<file path="config.mk">
export PLATFORM = sky130hd
export DESIGN_NAME = fifo_rd_stream
export DESIGN_NICKNAME = d
export VERILOG_FILES = /design/src/rtl/fifo_pkg.sv /design/src/rtl/rd_skid_buf.sv /design/src/rtl/fifo_rd_stream.sv
export SDC_FILE = /design/constraint.sdc
export NUM_CORES = 1
export LEC_CHECK = 0
export CORE_MARGIN = 2
export CORE_UTILIZATION = 46
export DETAILED_ROUTE_END_ITERATION = 7
export PLACE_DENSITY = 0.81
export SYNTH_ARGS = -nofsm -noshare
export SYNTH_HDL_FRONTEND = slang
export SYNTH_SLANG_ARGS = --single-unit
</file>
<file path="constraint.sdc">
create_clock -name rclk -period 2.97 [get_ports rclk]
set_clock_uncertainty 0.2 [all_clocks]
set_input_delay 0.7425 -clock rclk [delete_from_list [all_inputs] [get_ports rclk]]
set_output_delay 0.7425 -clock rclk [all_outputs]
set_load 0.01 [all_outputs]
</file>
<file path="src/rtl/fifo_pkg.sv">
// Shared types and constants for the async FIFO read-side stream logic.
package fifo_pkg;

  localparam int unsigned FIFO_DATA_SIZE = 12;

  typedef enum logic [1:0] {
    RS_IDLE,
    RS_RUN,
    RS_FINISH
  } rd_stream_state_t;

  typedef struct packed {
    logic                      last;
    logic [FIFO_DATA_SIZE-1:0] data;
  } rd_stream_entry_t;

  // Width of a counter covering 0..n-1, never narrower than one bit.
  function automatic int unsigned cnt_width(input int unsigned n);
    return (n > 1) ? $clog2(n) : 1;
  endfunction

endpackage

</file>
<file path="src/rtl/rd_skid_buf.sv">
// Two-entry in-order buffer; entry 0 is the head. Each entry is {last, data}.
module rd_skid_buf #(
  parameter int unsigned W = 13
) (
  input  logic         rclk,
  input  logic         rrst,
  input  logic         push,
  input  logic [W-1:0] push_data,
  input  logic         pop,
  output logic [W-1:0] head,
  output logic [1:0]   count
);

  logic [W-1:0] e0_q, e0_d;
  logic [W-1:0] e1_q, e1_d;
  logic [1:0]   cnt_q, cnt_d;
  logic         push_ok, pop_ok;

  always_comb begin
    push_ok = push && (cnt_q != 2'd2);
    pop_ok  = pop && (cnt_q != 2'd0);
    e0_d    = e0_q;
    e1_d    = e1_q;
    cnt_d   = cnt_q;
    case ({push_ok, pop_ok})
      2'b10: begin
        if (cnt_q == 2'd0) e0_d = push_data;
        else               e1_d = push_data;
        cnt_d = cnt_q + 2'd1;
      end
      2'b01: begin
        e0_d  = e1_q;
        cnt_d = cnt_q - 2'd1;
      end
      // push is only accepted below two entries, so here the head is replaced
      2'b11: e0_d = push_data;
      default: ;
    endcase
  end

  always_ff @(posedge rclk or negedge rrst) begin
    if (!rrst) begin
      e0_q  <= '0;
      e1_q  <= '0;
      cnt_q <= '0;
    end else begin
      e0_q  <= e0_d;
      e1_q  <= e1_d;
      cnt_q <= cnt_d;
    end
  end

  assign head  = e0_q;
  assign count = cnt_q;

endmodule

</file>
<file path="src/rtl/fifo_rd_stream.sv">
// Async FIFO read-side consumer re-presenting words as a burst-framed valid/ready stream.
// Optional delivered-word counter enabled by defining FIFO_RD_STREAM_STATS_EN.
module fifo_rd_stream
  import fifo_pkg::*;
#(
  parameter int unsigned DATA_SIZE = FIFO_DATA_SIZE,
  parameter int unsigned BURST_LEN = 4
) (
  input  logic                 rclk,
  input  logic                 rrst,
  input  logic                 enable,
  input  logic                 rEmpty,
  input  logic [DATA_SIZE-1:0] rData,
  output logic                 rinc,
  output logic                 m_valid,
  input  logic                 m_ready,
  output logic [DATA_SIZE-1:0] m_data,
  output logic                 m_last,
  output logic                 busy,
  output logic [15:0]          stat_words
);

  localparam int unsigned    CW       = cnt_width(BURST_LEN);
  localparam logic [CW-1:0]  CNT_LAST = CW'(BURST_LEN - 1);

  rd_stream_state_t state_q, state_d;
  logic [CW-1:0]    fetch_cnt_q, fetch_cnt_d;
  logic             fetch_last;
  logic             pop;
  logic [1:0]       buf_count;
  logic [DATA_SIZE:0] buf_head;

  always_comb begin
    fetch_last  = (fetch_cnt_q == CNT_LAST);
    rinc        = !rEmpty && (state_q != RS_IDLE) && (buf_count != 2'd2);
    fetch_cnt_d = fetch_cnt_q;
    if (rinc) fetch_cnt_d = fetch_last ? '0 : fetch_cnt_q + CW'(1);

    state_d = state_q;
    case (state_q)
      RS_IDLE:   if (enable && !rEmpty) state_d = RS_RUN;
      // post-fetch count decides, so a burst begun this very cycle still completes
      RS_RUN:    if (!enable) state_d = (fetch_cnt_d != '0) ? RS_FINISH : RS_IDLE;
      RS_FINISH: if (rinc && fetch_last) state_d = RS_IDLE;
      default:   state_d = RS_IDLE;
    endcase
  end

  always_ff @(posedge rclk or negedge rrst) begin
    if (!rrst) begin
      state_q     <= RS_IDLE;
      fetch_cnt_q <= '0;
    end else begin
      state_q     <= state_d;
      fetch_cnt_q <= fetch_cnt_d;
    end
  end

  rd_skid_buf #(
    .W(DATA_SIZE + 1)
  ) u_buf (
    .rclk      (rclk),
    .rrst      (rrst),
    .push      (rinc),
    .push_data ({fetch_last, rData}),
    .pop       (pop),
    .head      (buf_head),
    .count     (buf_count)
  );

  assign m_valid = (buf_count != 2'd0);
  assign pop     = m_valid && m_ready;
  assign m_data  = buf_head[DATA_SIZE-1:0];
  assign m_last  = buf_head[DATA_SIZE];
  assign busy    = (state_q != RS_IDLE) || (buf_count != 2'd0);

`ifdef FIFO_RD_STREAM_STATS_EN
  logic [15:0] stat_q, stat_d;

  always_comb begin
    stat_d = stat_q;
    if (pop) stat_d = stat_q + 16'd1;
  end

  always_ff @(posedge rclk or negedge rrst) begin
    if (!rrst) stat_q <= '0;
    else       stat_q <= stat_d;
  end

  assign stat_words = stat_q;
`else
  assign stat_words = '0;
`endif

endmodule

</file>
[Yosys cells after proc, flatten, opt, wreduce, memory -nomap -nowiden]
Index checks and enable logic that the tools add are counted.
Storage, ports and cells
  register bits after elaboration: 32
  output and inout bits: 32
Cells by class
  add/sub/neg operators: 3
  equality and inequality tests: 11
  multiplexer cells: 10
  bitwise operators: 1
  reductions and logical operators: 19
Operators by type and width (number)
  13-bit case mux with 3 select lines: 1
  13-bit two-way mux: 1
  2-bit two-way mux: 6
  2-bit == test (second input constant): 4
  2-bit inequality test (second input constant): 4
  2-bit nonzero test: 4
  1-bit logical AND: 7
  2-bit case mux with 3 select lines: 1
  2-bit by 1-bit adder with 2-bit output (second input constant): 2
  2-bit by 1-bit == test with 1-bit output (second input constant): 2
  2-bit logical NOT: 2
  2-bit case mux with 2 select lines: 1
  2-bit AND reduction: 2
  3-bit AND reduction: 1
  3-bit nonzero test: 1
  2-bit by 1-bit inequality test with 1-bit output (second input constant): 1
  2-bit by 1-bit subtractor with 2-bit output (second input constant): 1
  1-bit logical NOT: 1
  1-bit logical OR: 1
  1-bit NOT: 1

[Logic depth before layout (Yosys ltp)]
  depth in word-level cells: 8
  mapped depth: 9
  mapped depth without buffers: 7

[By module]
From an unflattened synthesis, not the netlist that was laid out.
Second synthesis, totals
  cell total of the unflattened synthesis: 125
  area, all modules: 1652.8 um^2
Modules (own cells, without submodules)
  rd_skid_buf: times used 1, cells each 84, area an instance 1271.2 um^2
  fifo_rd_stream: times used 1, cells each 41, area an instance 381.6 um^2

[Least setup slack after synthesis]
No wires, ideal clock.
  path type: input to register
  start: input port rEmpty
  end: register u_buf.e0_q[10] (netlist: u_buf.head[10])
  library setup time: 0.125 ns
  arrival time: 2.376 ns
  required time: 2.645 ns
  setup slack: 0.270 ns
  cell stages on the path: 8
  buffers on the path: 2
  path through: o21bai_1 -> nor2_1 -> inv_1 -> ha_1 -> buf_2 -> buf_2 -> mux2_2 -> mux2_2
Between the ends
  word-level cells in the longest chain between the ends: 7
RTL lines
  start, declared: line fifo_rd_stream.sv:12  | input logic rEmpty,
  1-bit logical NOT *: line fifo_rd_stream.sv:35  | rinc = !rEmpty && (state_q != RS_IDLE) && (buf_count != 2'd2);
  1-bit logical AND * (2 in a row): line fifo_rd_stream.sv:35
  named net rinc: line fifo_rd_stream.sv:14  | output logic rinc,
  1-bit logical AND *: line rd_skid_buf.sv:20  | push_ok = push && (cnt_q != 2'd2);
  2-bit == test / 2-bit by 1-bit == test with 1-bit output (equally long branches): line rd_skid_buf.sv:25  | case ({push_ok, pop_ok})
  2-bit by 1-bit inequality test with 1-bit output (no line) / 3-bit nonzero test (equally long branches)
  2-bit AND reduction (no line)
  end signal, assigned: line rd_skid_buf.sv:43  | e0_q <= '0;
  end signal, assigned: line rd_skid_buf.sv:47  | e0_q <= e0_d;
  end, declared: line rd_skid_buf.sv:14  | logic [W-1:0] e0_q, e0_d;
The timed path passes the listed nets; every way through them passes the cells marked *.
A chain may end at the register's enable or synchronous reset.

[Worst setup path in the final report]
  start: register u_buf.cnt_q[0] (netlist: u_buf.count[0])
  end: output port busy
Between the ends
  word-level cells in the longest chain between the ends: 2
RTL lines
  start, declared: line rd_skid_buf.sv:16  | logic [1:0] cnt_q, cnt_d;
  start signal, assigned: line rd_skid_buf.sv:49  | cnt_q <= cnt_d;
  2-bit nonzero test: line fifo_rd_stream.sv:75  | assign busy = (state_q != RS_IDLE) || (buf_count != 2'd0);
  1-bit logical OR: line fifo_rd_stream.sv:75
  end, declared: line fifo_rd_stream.sv:19  | output logic busy,
Every way passes these cells.

==> metrics.txt <==
# TYPE chip_impl_metric gauge
chip_impl_metric{name="cts.sink_count",unit=""} 32
chip_impl_metric{name="seqCellArea",unit="um2"} 801
chip_impl_info{name="outcome",value="finished, final reports clean"} 1
chip_impl_info{name="path_delay_family",value="simple AND/OR/NAND/NOR gates"} 1
chip_impl_metric{name="cts_inserted_buffers",unit=""} 5
chip_impl_info{name="final_common_cell",value="sky130_fd_sc_hd__mux2_2"} 1
chip_impl_metric{name="cellLeakagePower",unit="nW"} 0.902
chip_impl_metric{name="cts.reportedPaths.clkPinSlew",unit="ns"} 0.09
chip_impl_metric{name="max-vdd-ir-drop",unit="V"} 0.000537
chip_impl_metric{name="period_share",unit=""} 0.940
chip_impl_metric{name="first_global_vias",unit=""} 1075
chip_impl_metric{name="timing.final.hold_violations",unit=""} 0
chip_impl_info{name="worstSetupStartpointType",value="flop"} 1
chip_impl_info{name="yosys_most_used_dff",value="sky130_fd_sc_hd__dfrtp_1"} 1
chip_impl_metric{name="global_route.overflow_total",unit=""} 0
chip_impl_metric{name="grt_first_pass_wirelength",unit="um"} 4710
chip_impl_metric{name="grt_max_degree",unit=""} 33
chip_impl_metric{name="detail_route.vias_per_cell",unit=""} 4.84
chip_impl_metric{name="floorplan.die.height",unit="um"} 63.2
chip_impl_metric{name="yosys.area_share.simple",unit=""} 0.0318
chip_impl_info{name="synth_top_family_by_area",value="multiplexers"} 1
chip_impl_metric{name="final_nets",unit=""} 186
chip_impl_metric{name="multi_input_area",unit="um2"} 701
chip_impl_metric{name="synth-seq-area-share",unit=""} 0.497
chip_impl_metric{name="drt-pass1-iter-count",unit=""} 2
chip_impl_metric{name="detail_route.drc_violations",unit=""} 0
chip_impl_metric{name="worstPathMaxFanout",unit=""} 6
chip_impl_metric{name="ys_seq_elements",unit=""} 32
chip_impl_metric{name="weighted_congestion_at_the_end_of_routability_driven_global_placement",unit=""} 0.749
chip_impl_metric{name="synthDistinctLibCells",unit=""} 24
chip_impl_metric{name="die_w",unit="um"} 63.2
chip_impl_metric{name="placement.cell_area",unit="um2"} 1960
chip_impl_metric{name="clkLatencyLatePin",unit="ns"} 0.34
chip_impl_metric{name="synth.avg_cell_area",unit="um2"} 12.9
chip_impl_metric{name="clkPwrFrac",unit=""} 0.137
chip_impl_info{name="cts_root_buffer",value="sky130_fd_sc_hd__clkbuf_4"} 1
chip_impl_metric{name="drive_above_1_share",unit=""} 0.337
chip_impl_metric{name="vias",unit=""} 1026
chip_impl_metric{name="drt-initial-drc-count",unit=""} 22
chip_impl_info{name="unrepaired_setup_endpoints_after_global_routing",value="false"} 1
chip_impl_metric{name="synth_compound_gate_area_share",unit=""} 0.0535
chip_impl_metric{name="yosys-mux-area-fraction",unit=""} 0.272
chip_impl_metric{name="fmax",unit="MHz"} 358
chip_impl_metric{name="p_comb_frac",unit=""} 0.468
chip_impl_metric{name="finalCoreUtilization",unit=""} 0.603
chip_impl_metric{name="synth_adder_area_share",unit=""} 0.0233
chip_impl_metric{name="floorplan.initialDensity",unit=""} 0.480
chip_impl_metric{name="dpl_worst_slack",unit="ns"} 0.00614
chip_impl_metric{name="total_switching_power",unit="W"} 0.000635
chip_impl_info{name="timing.critical_path.slowest_stage_cell",value="sky130_fd_sc_hd__clkdlybuf4s50_1"} 1
chip_impl_metric{name="antenna-diode-count",unit=""} 0
chip_impl_metric{name="yosysWarningCount",unit=""} 0
chip_impl_metric{name="timing.final.max_slew_violations",unit=""} 0
chip_impl_metric{name="async_flop_share",unit=""} 1.00
chip_impl_metric{name="synth_enable_flop_cells",unit=""} 0
chip_impl_metric{name="post_cts_setup_buffer_count",unit=""} 0
chip_impl_metric{name="setup_slack_of_the_critical_path_after_layout",unit="ns"} 0.180
chip_impl_metric{name="core-area",unit="um2"} 3360
chip_impl_metric{name="fin_tns_setup",unit="ns"} 0
chip_impl_metric{name="synth_cells",unit=""} 125
chip_impl_metric{name="sw_frac_of_total",unit=""} 0.316
chip_impl_metric{name="totalPowerFinal",unit="W"} 0.00201
chip_impl_metric{name="netlist_area",unit="um2"} 1610
chip_impl_metric{name="max-clock-path-buffers",unit=""} 2
chip_impl_metric{name="final_antenna_net_count",unit=""} 0
chip_impl_info{name="biggest_area_contributors_in_the_synthesized_netlist",value="sky130_fd_sc_hd__dfrtp_1 50%, sky130_fd_sc_hd__mux2_2 27%, sky130_fd_sc_hd__buf_4 7.9%, sky130_fd_sc_hd__ha_1 2.3%, sky130_fd_sc_hd__inv_1 1.2%"} 1
chip_impl_metric{name="drt_wl_total",unit="um"} 2830
chip_impl_metric{name="timing.final.crit_period",unit="ns"} 2.79
chip_impl_metric{name="power.sequential.fraction",unit=""} 0.395
chip_impl_metric{name="io_pins",unit=""} 49
chip_impl_metric{name="ctsHoldBuffers",unit=""} 0
chip_impl_metric{name="crit_arrival",unit="ns"} 1.85
chip_impl_info{name="cts_tree",value="built"} 1
chip_impl_metric{name="critPathBufInv",unit=""} 1
chip_impl_metric{name="layout-area-overhead-vs-synth",unit="%"} 25.7
chip_impl_metric{name="hpwlAfterDp",unit="um"} 2000
chip_impl_metric{name="post_layout_instance_area",unit="um2"} 2030
chip_impl_info{name="worstPathCellList",value="or2_4 > or3_1 > clkdlybuf4s50_1"} 1
chip_impl_metric{name="critical_path_required",unit="ns"} 2.03
chip_impl_metric{name="numPortBuffers",unit=""} 32
chip_impl_info{name="worstSetupEndpointType",value="output pin"} 1
chip_impl_metric{name="netlist.area_leader.share",unit=""} 0.497
chip_impl_metric{name="p_per_area",unit="nW/um2"} 991
chip_impl_info{name="critical_path_class",value="reg -> out"} 1
chip_impl_metric{name="antenna_violations_before_repair",unit=""} 0
chip_impl_info{name="post-synth-top-area-cell",value="sky130_fd_sc_hd__dfrtp_1"} 1
chip_impl_info{name="most-common-layout-cells",value="39 x sky130_fd_sc_hd__mux2_2, 32 x sky130_fd_sc_hd__dfrtp_1, 31 x sky130_fd_sc_hd__clkdlybuf4s50_1, 16 x sky130_fd_sc_hd__conb_1, 6 x sky130_fd_sc_hd__buf_4"} 1
chip_impl_metric{name="crit_path_max_incr_delay",unit="ns"} 0.48
chip_impl_metric{name="drv.max_cap_violation_count",unit=""} 0
chip_impl_metric{name="timing.final.setup_violations",unit=""} 0
chip_impl_metric{name="routed_wire_length_per_instance",unit="um"} 13.3
chip_impl_metric{name="synth_xor_xnor_area_share",unit=""} 0.0163
chip_impl_metric{name="internal_power",unit="W"} 0.00137
chip_impl_metric{name="h-tree-depth",unit=""} 2
chip_impl_metric{name="grtUsageTotal",unit=""} 0.155
chip_impl_metric{name="floorplan.rows",unit=""} 21
chip_impl_metric{name="layout.filler_cells",unit=""} 290
chip_impl_info{name="worst_hold_path_type",value="reg -> reg"} 1
chip_impl_metric{name="dieArea",unit="um2"} 4000
[per-layer routing]
layer  part of all wire  track usage  up-vias  wire length, um
met5                  0            0        -                0
met4              0.012       0.0435        0               33
met3              0.081       0.0661        2              230
met2               0.50        0.285       41             1420
met1               0.40        0.161      506             1140
li1                   -            -      477                -
[state kept, by name (all words and copies together) (netlist names)]
register,flops
fetch_cnt_q,2
state_q,2
u_buf.e1_q,13
u_buf.head,13
u_buf.count,2
[worst paths after layout]
path                                 from             end  slack, ns  cells after the start
hold reg to reg             u_buf.head[3]   u_buf.head[3]       0.31                      1
hold / removal              u_buf.head[3]   u_buf.head[3]       0.31                      1
setup / recovery           u_buf.count[0]            busy       0.18                      3
max in group asynchronous            rrst   u_buf.e1_q[6]       1.70                      2
setup reg to reg           u_buf.count[0]   u_buf.head[3]       0.63                      8
min in group asynchronous            rrst  u_buf.e1_q[11]       0.59                      2
[metrics by stage]
step	std cells	hold WS [ns]
finish	212	0.311
global placement	205	0.265
CTS	212	0.313
global route	212	0.337
detailed placement	205	0.293
floorplan	140	0.247
[layout make-up]
class	instances	area share
Clock buffer	7	0.0321
Multi-Input combinational cell	83	0.346
Sequential cell	32	0.395
Inverter	5	0.00926
Tap cell	46	0.0284
Timing Repair Buffer	39	0.190
[worst reg2reg max path, delay by kind of cell (launching register included)]
| family | cells | cell delay (ns) |
|---|---|---|
| DFF | 1 | 0.47 |
| adders and majority gates | 1 | 0.19 |
| buffers and inverters | 3 | 0.37 |
| muxes | 2 | 0.60 |
| and+or+nand+nor | 2 | 0.39 |
[synth_stat cells (2+ instances only)]
library cell	n
sky130_fd_sc_hd__o21ai_0	3
sky130_fd_sc_hd__o21ai_2	2
sky130_fd_sc_hd__ha_1	3
sky130_fd_sc_hd__buf_2	2
sky130_fd_sc_hd__nand2_1	2
sky130_fd_sc_hd__xnor2_1	2
sky130_fd_sc_hd__dfrtp_1	32
sky130_fd_sc_hd__buf_4	17
sky130_fd_sc_hd__inv_1	5
sky130_fd_sc_hd__mux2_2	39
sky130_fd_sc_hd__nor2_1	4
sky130_fd_sc_hd__o21bai_1	2
[timing repair]
| item | 4_1_cts | 5_1_grt |
|---|---|---|
| resized for setup | 1 | 0 |
| setup endpoints to repair | 1 | 0 |
| endpoints found under the hold margin | 0 | 0 |
[cells by family after synthesis]
family                   count (synthesis)
multiplexers                            39
flip-flops                              32
buffers and inverters                   25
AO/OA/AOI/OAI                           12
AND/OR/NAND/NOR                         10
adder cells (fa/ha/maj)                  3
XOR/XNOR                                 3
other                                    1
[power by group through the flow]
stage	registers [W]	logic, W	clock network (W)
after floorplan	0.000812	0.000569	0
after global placement	0.000781	0.000924	0
after detailed placement	0.000800	0.000955	0
after CTS	0.000794	0.000958	0.000283
after global routing	0.000823	0.00103	0.000302
final	0.000793	0.000940	0.000276
(Power assumes the default switching activity.)
